**src/rtl/mem_arbiter.sv**
```systemverilog
// Two-port (fetch/data) arbiter in front of a single-ported memory.
// Data has priority, but a fetch is forced in after STARVE_MAX back-to-back data grants.
module mem_arbiter #(
    parameter int AW         = 32,
    parameter int DW         = 32,
    parameter int STARVE_MAX = 4
) (
    input  logic          clock,
    input  logic          reset,
    input  logic          i_req,
    input  logic [AW-1:0] i_addr,
    output logic          i_ack,
    output logic [DW-1:0] i_rdata,
    input  logic          d_req,
    input  logic          d_we,
    input  logic [AW-1:0] d_addr,
    input  logic [DW-1:0] d_wdata,
    output logic          d_ack,
    output logic [DW-1:0] d_rdata,
    output logic          mem_req,
    output logic          mem_we,
    output logic [AW-1:0] mem_addr,
    output logic [DW-1:0] mem_wdata,
    input  logic [DW-1:0] mem_rdata,
    input  logic          mem_ready,
    output logic [1:0]    owner
);

    localparam logic [1:0] IDLE   = 2'd0;
    localparam logic [1:0] BUSY_I = 2'd1;
    localparam logic [1:0] BUSY_D = 2'd2;
    localparam logic [1:0] ACK    = 2'd3;

    localparam int SW = $clog2(STARVE_MAX + 1);
    localparam logic [SW-1:0] STREAK_MAX = SW'(STARVE_MAX);

    logic [1:0]    r_state;
    logic [SW-1:0] r_streak;

    logic w_grant_d;
    logic w_grant_i;

    // Data wins unless the fetch port has already waited out its allowance.
    assign w_grant_d = d_req && !(i_req && (r_streak == STREAK_MAX));
    assign w_grant_i = i_req && !w_grant_d;

    always_ff @(posedge clock) begin
        if (reset) begin
            r_state   <= IDLE;
            r_streak  <= '0;
            owner     <= 2'b00;
            mem_req   <= 1'b0;
            mem_we    <= 1'b0;
            mem_addr  <= '0;
            mem_wdata <= '0;
            i_ack     <= 1'b0;
            d_ack     <= 1'b0;
            i_rdata   <= '0;
            d_rdata   <= '0;
        end else begin
            i_ack <= 1'b0;
            d_ack <= 1'b0;
            case (r_state)
                IDLE: begin
                    if (w_grant_d) begin
                        r_state   <= BUSY_D;
                        mem_req   <= 1'b1;
                        owner     <= 2'b10;
                        mem_we    <= d_we;
                        mem_addr  <= d_addr;
                        mem_wdata <= d_wdata;
                        if (!i_req)
                            r_streak <= '0;
                        else if (r_streak != STREAK_MAX)
                            r_streak <= r_streak + 1'b1;
                    end else if (w_grant_i) begin
                        r_state   <= BUSY_I;
                        mem_req   <= 1'b1;
                        owner     <= 2'b01;
                        mem_we    <= 1'b0;
                        mem_addr  <= i_addr;
                        mem_wdata <= '0;
                        r_streak  <= '0;
                    end
                end
                BUSY_I: begin
                    if (mem_ready) begin
                        r_state <= ACK;
                        mem_req <= 1'b0;
                        owner   <= 2'b00;
                        i_ack   <= 1'b1;
                        i_rdata <= mem_rdata;
                    end
                end
                BUSY_D: begin
                    if (mem_ready) begin
                        r_state <= ACK;
                        mem_req <= 1'b0;
                        owner   <= 2'b00;
                        d_ack   <= 1'b1;
                        d_rdata <= mem_rdata;
                    end
                end
                // One dead cycle so a request still held during its ack is not re-issued.
                default: r_state <= IDLE;
            endcase
        end
    end

endmodule

```
**config.mk**
```make
export PLATFORM = sky130hd
export DESIGN_NAME = mem_arbiter
export DESIGN_NICKNAME = d
export VERILOG_FILES = /design/src/rtl/mem_arbiter.sv
export SDC_FILE = /design/constraint.sdc
export NUM_CORES = 1
export LEC_CHECK = 0
export ABC_AREA = 1
export CAP_MARGIN = 20
export CORE_MARGIN = 3
export CORE_UTILIZATION = 41
export CTS_BUF_LIST = sky130_fd_sc_hd__clkbuf_4 sky130_fd_sc_hd__clkbuf_8 sky130_fd_sc_hd__clkbuf_16
export CTS_CLUSTER_SIZE = 10
export DETAILED_ROUTE_END_ITERATION = 7
export GPL_TIMING_DRIVEN = 0
export PLACE_DENSITY = 0.81
export SKIP_LAST_GASP = 1
export SYNTH_ARGS = -nofsm -noshare
export SYNTH_HDL_FRONTEND = slang
export SYNTH_SLANG_ARGS = --single-unit
```
**constraint.sdc**
```tcl
create_clock -name clock -period 2 [get_ports clock]
set_clock_uncertainty 0.05 [all_clocks]
set_input_delay 0.6 -clock clock [delete_from_list [all_inputs] [get_ports clock]]
set_output_delay 0.6 -clock clock [all_outputs]
set_load 0.02 [all_outputs]
```
* Yosys cells after proc, flatten, opt, wreduce, memory -nomap -nowiden
Index checks and enable logic that the tools add are counted.
Word-level totals: logic and storage cells 59, output and inout port bits 134, bits of input ports 134, flip-flop bits (word level) 139
Cells by class: add/sub/neg operators 1, bitwise logic cells 2, muxes and demuxes 21, equal/unequal tests 7, reductions and logical operators 17
Operators with widths (number):
- $mux W32 | 4
- $mux W3 | 4
- $mux W2 | 4
- $pmux W2 S2 | 2
- $reduce_and A2 Y1 | 4
- $mux W1 | 6
- $ne A3 B3 Y1 const B | 2
- $reduce_and A3 Y1 | 2
- $reduce_or A2 Y1 | 3
- $reduce_bool A2 Y1 | 2
- $add A3 B1 Y3 const B | 1
- $eq A3 B3 Y1 const B | 1
- $logic_and A1 B1 Y1 | 3
- $ne A3 B2 Y1 const B | 1
- $eq A2 B1 Y1 const B | 1
- $eq A2 B2 Y1 const B | 1
- $logic_not A1 Y1 | 2
- $logic_not A2 Y1 | 1
- $ne A2 B1 Y1 const B | 1
- $not A1 Y1 | 2
- $pmux W1 S2 | 1

* Logic depth before layout (Yosys ltp)
Gate-level depths: netlist of run 1.
depth after elaboration 9, depth in mapped cells 11, gate-level depth less buffers 9

* Worst setup path before layout of run 1
No wires, ideal clock.
path kind input port to flip-flop, start in d_req, end reg mem_addr[21], setup slack 0.392 ns, setup time 0.056 ns, required time 1.894 ns, cell stages on the path 8, arrival 1.502 ns, buffers on the path 3, cell sequence buf_2 o21ai_4 inv_2 buf_4 buf_6 nand3_1 nand2_1 inv_1
Between the ends: word-level cells in the longest chain between the ends 5, elaborated cells between the ends (all ways) 6, classes of those cells mux (1); reduce/logical (5)
RTL lines:
- start: declaration | line 14 | input logic d_req,
- $logic_and A1 B1 Y1 (*) | line 44 | assign w_grant_d = d_req && !(i_req && (r_streak == STREAK_MAX));
- $logic_not A1 Y1 | line 45 | assign w_grant_i = i_req && !w_grant_d;
- $logic_and A1 B1 Y1 | line 45
- $reduce_bool A2 Y1 (no source line)
- $reduce_and A2 Y1 (no source line)
- end signal: assignment | line 70 | mem_addr <= d_addr;
- end signal: assignment | line 81 | mem_addr <= i_addr;
- end: declaration | line 22 | output logic [AW-1:0] mem_addr,
Mark *: on every way between the ends. The rest lies on a longest branch, timed or not. A chain may end at the register's enable or synchronous reset.

* Final worst setup path of run 1
start in i_req, end reg mem_wdata[16]
Between the ends: word-level cells in the longest chain between the ends 7, elaborated cells between the ends (all ways) 8, classes of those cells mux (1); reduce/logical (7)
RTL lines:
- start: declaration | line 10 | input logic i_req,
- $logic_and A1 B1 Y1 | line 44
- $logic_not A1 Y1 | line 44
- $logic_and A1 B1 Y1 | line 44
- $logic_not A1 Y1 | line 45
- $logic_and A1 B1 Y1 | line 45
- $reduce_bool A2 Y1 (no source line)
- $reduce_and A2 Y1 (no source line)
- end signal: assignment | line 71 | mem_wdata <= d_wdata;
- end: declaration | line 23 | output logic [DW-1:0] mem_wdata,
Parallel ways exist; a longest one is shown, timed or not.

==> out/qor.yml, run 1 <==
placement:
  gp_congestion: 0.820
  port_buffers: 266
  dp_cells: 1211
  place_area_sq_um: 8390
  hpwl_mm: 13.8
clocking:
  cts-buffers-inserted: 17
  ctsLongestPathBuffers: 2
  cts_htree_levels: 4
  post_cts_buffers: 0
  clkTransAtPathRegs_ns: 0.06
  tritoncts: "built"
  clock_latency_ns: 0.41
  cts-root-buf: "clkbuf_16"
  cts_sinks: 139
worst_setup_path:
  critical_path_class: "input port to flip-flop"
  crit_arrival_ns: 2.19
  regToRegSetupSlack_ns: 0.17
  r2r.worst_path.cells: 7
  r2r-start: "r_state[0]"
  r2r_end: "mem_wdata[16]"
  cp-start-kind: "input port"
  critical_path_required_ns: 2.29
  end_kind: "flip-flop"
  crit_fanout: 10
floorplan:
  fp.dieW_um: 122
  fp-row-count: 41
  die_y_um: 122
  die_area_sq_um: 14900
  ios: 268
  core_area_sq_um: 12900
  initial_utilization_pct: 42.8
route:
  drt-initial-drc-count: 341
  wire_per_inst_um: 14.7
  routed_wl_mm: 18.2
  dr.pass1.iters: 4
  route.detailed.drc: 0
  ant_nets: 0
  dr_total_vias: 5895
  vias_per_cell: 4.74
synthesis:
  ys_types: 18
  synth_warnings: 0
  synth_seq_cells: 139
  post_synth_inst_count: 773
  avgSynthCellArea_sq_um: 7.13
  synthesis.nets: 913
  yosysSeqAreaShare_pct: 50.5
  synth_area_sq_um: 5510
sta:
  max_freq_ghz: 0.526
  hold_viol_final: 0
  finalSetupViolations: 0
  slew_violations: 0
  finalCritPeriodShare_pct: 95.1
  slew_headroom_pct: 63.7
  tightest_slew_ns: 0.545
  fin_crit_ns: 1.90
  fin_hold_ws_ns: 0.410
global_route:
  grt_max_degree: 17
  grt_pass1_wl_mm: 27.9
  grt_remaining_overflow: 0
  first_global_vias: 5562
  track_usage_pct: 24.1
  antenna_found_initial: 0
power_and_ir_drop:
  cellPowerDensity_nw_per_um2: 1330
  power.total_mw: 11.9
  leakage_nw: 4.39
  peakVddDrop_mv: 0.677
hold_path:
  holdPathEnd: "mem_wdata[14]"
  hold_start: "mem_wdata[14]"
  hold_class: "flip-flop to flip-flop"
  holdPathStages: 2
layout:
  fin_nets: 1198
  diodes: 0
  fin_cells: 1243
  area_growth_pct: 62.2
  fin_area_sq_um: 8930
  final_layout_size_suffix_gt1_share_pct: 5.51
job:
  max-cap-violations: 0
run_status:
  status: "completed"
[state kept, by name (all words and copies together), names as in the netlist]
| register | cells |
|---|---|
| mem_wdata | 32 |
| i_ack | 1 |
| mem_we | 1 |
| r_streak | 3 |
| mem_addr | 32 |
| owner | 2 |
| i_rdata | 32 |
| mem_req | 1 |
| d_rdata | 32 |
| d_ack | 1 |
| r_state | 2 |
[worst max path at each step]
stage / from / to / slack, ns / cells past startpoint
CTS: d_rdata[28] / d_rdata[28] / 0.002 / 1
detailed placement: reset / mem_addr[24] / -0.37 / 6
global placement: i_req / mem_addr[0] / -0.36 / 7
finish: i_req / mem_wdata[16] / 0.1 / 6
global route: r_state[0] / mem_wdata[16] / -0.0004 / 7
floorplan: d_req / mem_addr[21] / 0.39 / 8
[metal layers]
metal  GRT usage, %  wire, um  part of all wire [%]
met1           27.1      7070                    39
met3           8.96      1960                    11
met5              0         0                     0
met2           42.5      9010                    49
met4           7.70       207                   1.1
[layout make-up]
type | instances | area (sq um)
fillers | 1143 | 3940
flip-flops and latches | 139 | 2780
repair buffers | 266 | 2510
multi-input cells | 534 | 2310
clock buffers | 21 | 468
plain buffers | 51 | 246
clock inverters | 11 | 215
well taps | 172 | 215
inverters | 49 | 184
[kinds of logic after synthesis]
family / count (synthesis) / synth area share (%)
buf+inv: 100 / 7.68
fa+ha+maj: 6 / 1.36
compound gates: 109 / 10.1
flops: 139 / 50.5
simple gates: 419 / 30.3
[cell usage in the layout (no fill, tap or decap)]
cell type | netlist | routed
a21oi_1 | 40 | 40
buf_1 | 1 | 1
buf_2 | 11 | 11
buf_4 | 1 | 1
buf_6 | 4 | 4
bufinv_16 | 0 | 6
clkbuf_1 | 34 | 28
clkbuf_16 | 0 | 17
clkbuf_2 | 0 | 6
clkbuf_4 | 0 | 2
clkbuf_8 | 0 | 2
clkdlybuf4s50_1 | 0 | 132
clkinv_2 | 0 | 2
clkinv_4 | 0 | 2
clkinvlp_4 | 0 | 1
dfxtp_1 | 139 | 139
dlygate4sd2_1 | 0 | 129
dlymetal6s2s_1 | 0 | 5
ha_1 | 6 | 6
inv_1 | 47 | 47
inv_2 | 2 | 2
nand2_1 | 147 | 147
nand2_4 | 0 | 1
nand3_1 | 67 | 67
nand3_2 | 1 | 1
nand4_1 | 2 | 2
nor2_1 | 201 | 201
o21ai_0 | 68 | 68
o21ai_4 | 1 | 1
[cells in the mapped netlist]
master,instances,area [sq um]
nand4_1,2,12.5
nand3_2,1,10.0
nand3_1,67,335
o21ai_4,1,16.3
ha_1,6,75.1
buf_2,11,55.1
dfxtp_1,139,2780
nand2_1,147,552
nor2_1,201,754
inv_1,47,176
clkbuf_1,34,128
buf_6,4,45.0
buf_4,1,7.51
o21ai_0,68,340
buf_1,1,3.75
a21oi_1,40,200
nand2_2,1,6.26
inv_2,2,7.51
[metrics by stage]
step	worst slack (ns)	setup TNS [ns]	utilization, %
finish	0.0987	0	69.4
global route	-0.000408	-0.000408	69.4
CTS	0.00150	0	69.2
detailed placement	-0.375	-36.26	65.1
global placement	-0.361	-33.50	65.1
floorplan	0.392	0	-
[what timing repair did]
item,CTS,global route
endpoints found under the setup margin,129,27
hold buffers,0,0
hold endpoints to repair,0,0
resized for setup,129,18
[worst max-delay path, cell delays in order]
cell	delay (ns)
clkdlybuf4s50_1	0.60
o21ai_4	0.14
inv_2	0.18
clkbuf_1	0.38
nand3_1	0.13
a21oi_1	0.15
[report_power, final]
group | internal, mW | total (mW) | switching (mW)
clock | 2.43 | 3.61 | 1.18
sequential | 3.42 | 3.72 | 0.304
combinational | 1.68 | 4.56 | 2.87
No activity file was read; power rests on OpenSTA's default activity.
==> run 2, diff against run 1 <==
- CORE_ASPECT_RATIO: unset -> 2
==> run 2 against run 1 <==
Against the previous run: setup slack worse by 0.060 ns; first-iteration DRC count down 53%; clock power down 3%; register-to-register slack better by 0.02 ns; cell count down 1.7%; global-route usage up 0.82 points; sequential cell count unchanged; maximum frequency down 3.1%; count of clock-buffer cells in the layout down 2; non-clock buffer count down 1; sequential power about the same; design area down 0.67%; critical path type is now flip-flop to primary output; largest power group unchanged.
==> out/qor.yml, run 2 (synthesis results as in run 1) <==
run_status:
  status: "completed"
layout:
  final_layout_size_suffix_gt1_share_pct: 5.61  # +0.099 points
  final_common_cell: "nor2_1"
  diodes: 0  # unchanged
  fin_area_sq_um: 8870  # -0.67%
  nFillCells: 1138  # -0.44%
  area_growth_pct: 61.1
  final_cell_mix: "nor2_1, nand2_1, dfxtp_1"
  fin_nets: 1197  # -0.083%
clocking:
  ctsLongestPathBuffers: 2  # unchanged
  cts_htree_levels: 4  # unchanged
  cts-buffers-inserted: 17  # unchanged
  clock_latency_ns: 0.41  # about the same
  cts_sinks: 139  # unchanged
  cts-root-buf: "clkbuf_16"
  post_cts_buffers: 0  # unchanged
  clkTransAtPathRegs_ns: 0.06  # about the same
  tritoncts: "built"
  hold_buffers: 0  # unchanged
floorplan:
  fp-row-count: 59  # +44%
  initial_utilization_pct: 42.2  # -0.62 points
  die_y_um: 170  # +39%
  ios: 268  # unchanged
  core_area_sq_um: 13100  # +1.5%
  fp.dieW_um: 88.0  # -28%
  die_area_sq_um: 14900  # +0.56%
power_and_ir_drop:
  cellPowerDensity_nw_per_um2: 1330  # -0.37%
  leakage_nw: 4.35  # -1.1%
  peakVddDrop_mv: 0.765  # +13%
worst_setup_path:
  r2r-start: "r_state[0]"
  end_kind: "primary output"
  regToRegSetupSlack_ns: 0.19  # +0.02 ns
  critical_path_class: "flip-flop to primary output"
  r2r_end: "mem_addr[28]"
  crit_arrival_ns: 1.31  # -0.88 ns
  crit_fanout: 1  # -9
  path_delay_family: "buffers and inverters"
  cp_slowest_cell: "clkdlybuf4s50_1"
  critPathBufInv: 1  # -2
  cp-start-kind: "flip-flop"
  critical_path.cell_chain: "clkdlybuf4s50_1"
  r2r.worst_path.cells: 9  # +2
  critical_path_required_ns: 1.35  # -0.94 ns
  critical-path-max-stage-delay_ns: 0.59  # about the same
sta:
  slew_headroom_pct: 64.3  # +0.67 points
  slew_violations: 0  # unchanged
  max_freq_ghz: 0.510  # -3.1%
  fin_crit_ns: 1.96  # +0.0598 ns
  finalCritPeriodShare_pct: 98.1  # +3.0 points
  hold_viol_final: 0  # unchanged
  worst_slack_ns: 0.0388  # -0.0598 ns
  fin_hold_ws_ns: 0.409  # -0.00150 ns
  tightest_slew_ns: 0.535  # -0.0101 ns
  finalSetupViolations: 0  # unchanged
  rsz0062_at_grt: "no"
global_route:
  grt_remaining_overflow: 0  # unchanged
  grt_max_degree: 17  # unchanged
  track_usage_pct: 25.0  # +0.82 points
  first_global_vias: 5767  # +3.7%
  antenna_found_initial: 0  # unchanged
  grt_pass1_wl_mm: 28.8  # +3.2%
placement:
  port_buffers: 266  # unchanged
  hpwl_mm: 14.6  # +5.8%
  gp_congestion: 0.859  # +4.7%
  place_area_sq_um: 8360  # -0.30%
  dpl_worst_slack_ns: -0.408  # -0.0335 ns
route:
  route.detailed.drc: 0  # unchanged
  vias_per_cell: 4.78  # +0.87%
  drt-initial-drc-count: 161  # -53%
  ant_nets: 0  # unchanged
  dr.pass1.iters: 4  # unchanged
  routed_wl_mm: 18.5  # +1.6%
  wire_per_inst_um: 15.2  # +3.3%
  dr_total_vias: 5846  # -0.83%
job:
  max-cap-violations: 0  # unchanged
hold_path:
  holdPathEnd: "mem_wdata[2]"
  hold_start: "mem_wdata[2]"
  hold_class: "flip-flop to flip-flop"
  holdPathStages: 2  # unchanged
==> run 2: how the worst max path moves through the flow <==
| stage | slack, ns | to | cells after the start | startpoint |
|---|---|---|---|---|
| detailed placement | -0.41 | mem_wdata[24] | 6 | i_req |
| CTS | 0.0003 | d_rdata[20] | 1 | d_rdata[20] |
| floorplan | 0.39 | mem_addr[21] | 8 | d_req |
| global route | 0.0003 | d_rdata[26] | 6 | mem_ready |
| global placement | -0.37 | mem_addr[0] | 7 | i_req |
| finish | 0.04 | d_ack | 1 | d_ack |
==> run 2: layer usage <==
metal	wire length (um)	up-vias	global-route usage, %
met1	6040	2570	22.9
met5	0	-	0
met3	1350	42	7.95
li1	-	2999	-
met2	10400	235	48.0
met4	753	0	11.0
==> run 2: what timing repair did <==
item,in CTS,in global routing
pin swaps,0,0
resized for setup,131,17
gates cloned,0,0
setup endpoints to repair,131,41
==> run 2: metrics by stage <==
step | power, mW | cells | utilization, % | TNS (ns)
after floorplan | 6.61 | 773 | - | 0
after global placement | 8.68 | 1191 | 64.0 | -35.33
after detailed placement | 8.77 | 1191 | 64.0 | -38.35
after CTS | 11.9 | 1223 | 67.8 | 0
after global routing | 12.5 | 1222 | 67.9 | 0
final | 11.8 | 1222 | 67.9 | 0
==> run 2: layout make-up <==
cell class,count,area (sq um),share of cell area (%)
Multi-Input combinational cell,534,2310,26.0
Clock inverter,13,214,2.41
Inverter,49,184,2.07
Sequential cell,139,2780,31.4
Tap cell,152,190,2.14
Timing Repair Buffer,266,2510,28.3
Clock buffer,19,440,4.96
Buffer,50,246,2.78
==> run 2: report_power, final <==
part           switching [mW]  internal [mW]
sequential              0.318           3.42
combinational            2.86           1.68
clock                    1.23           2.25
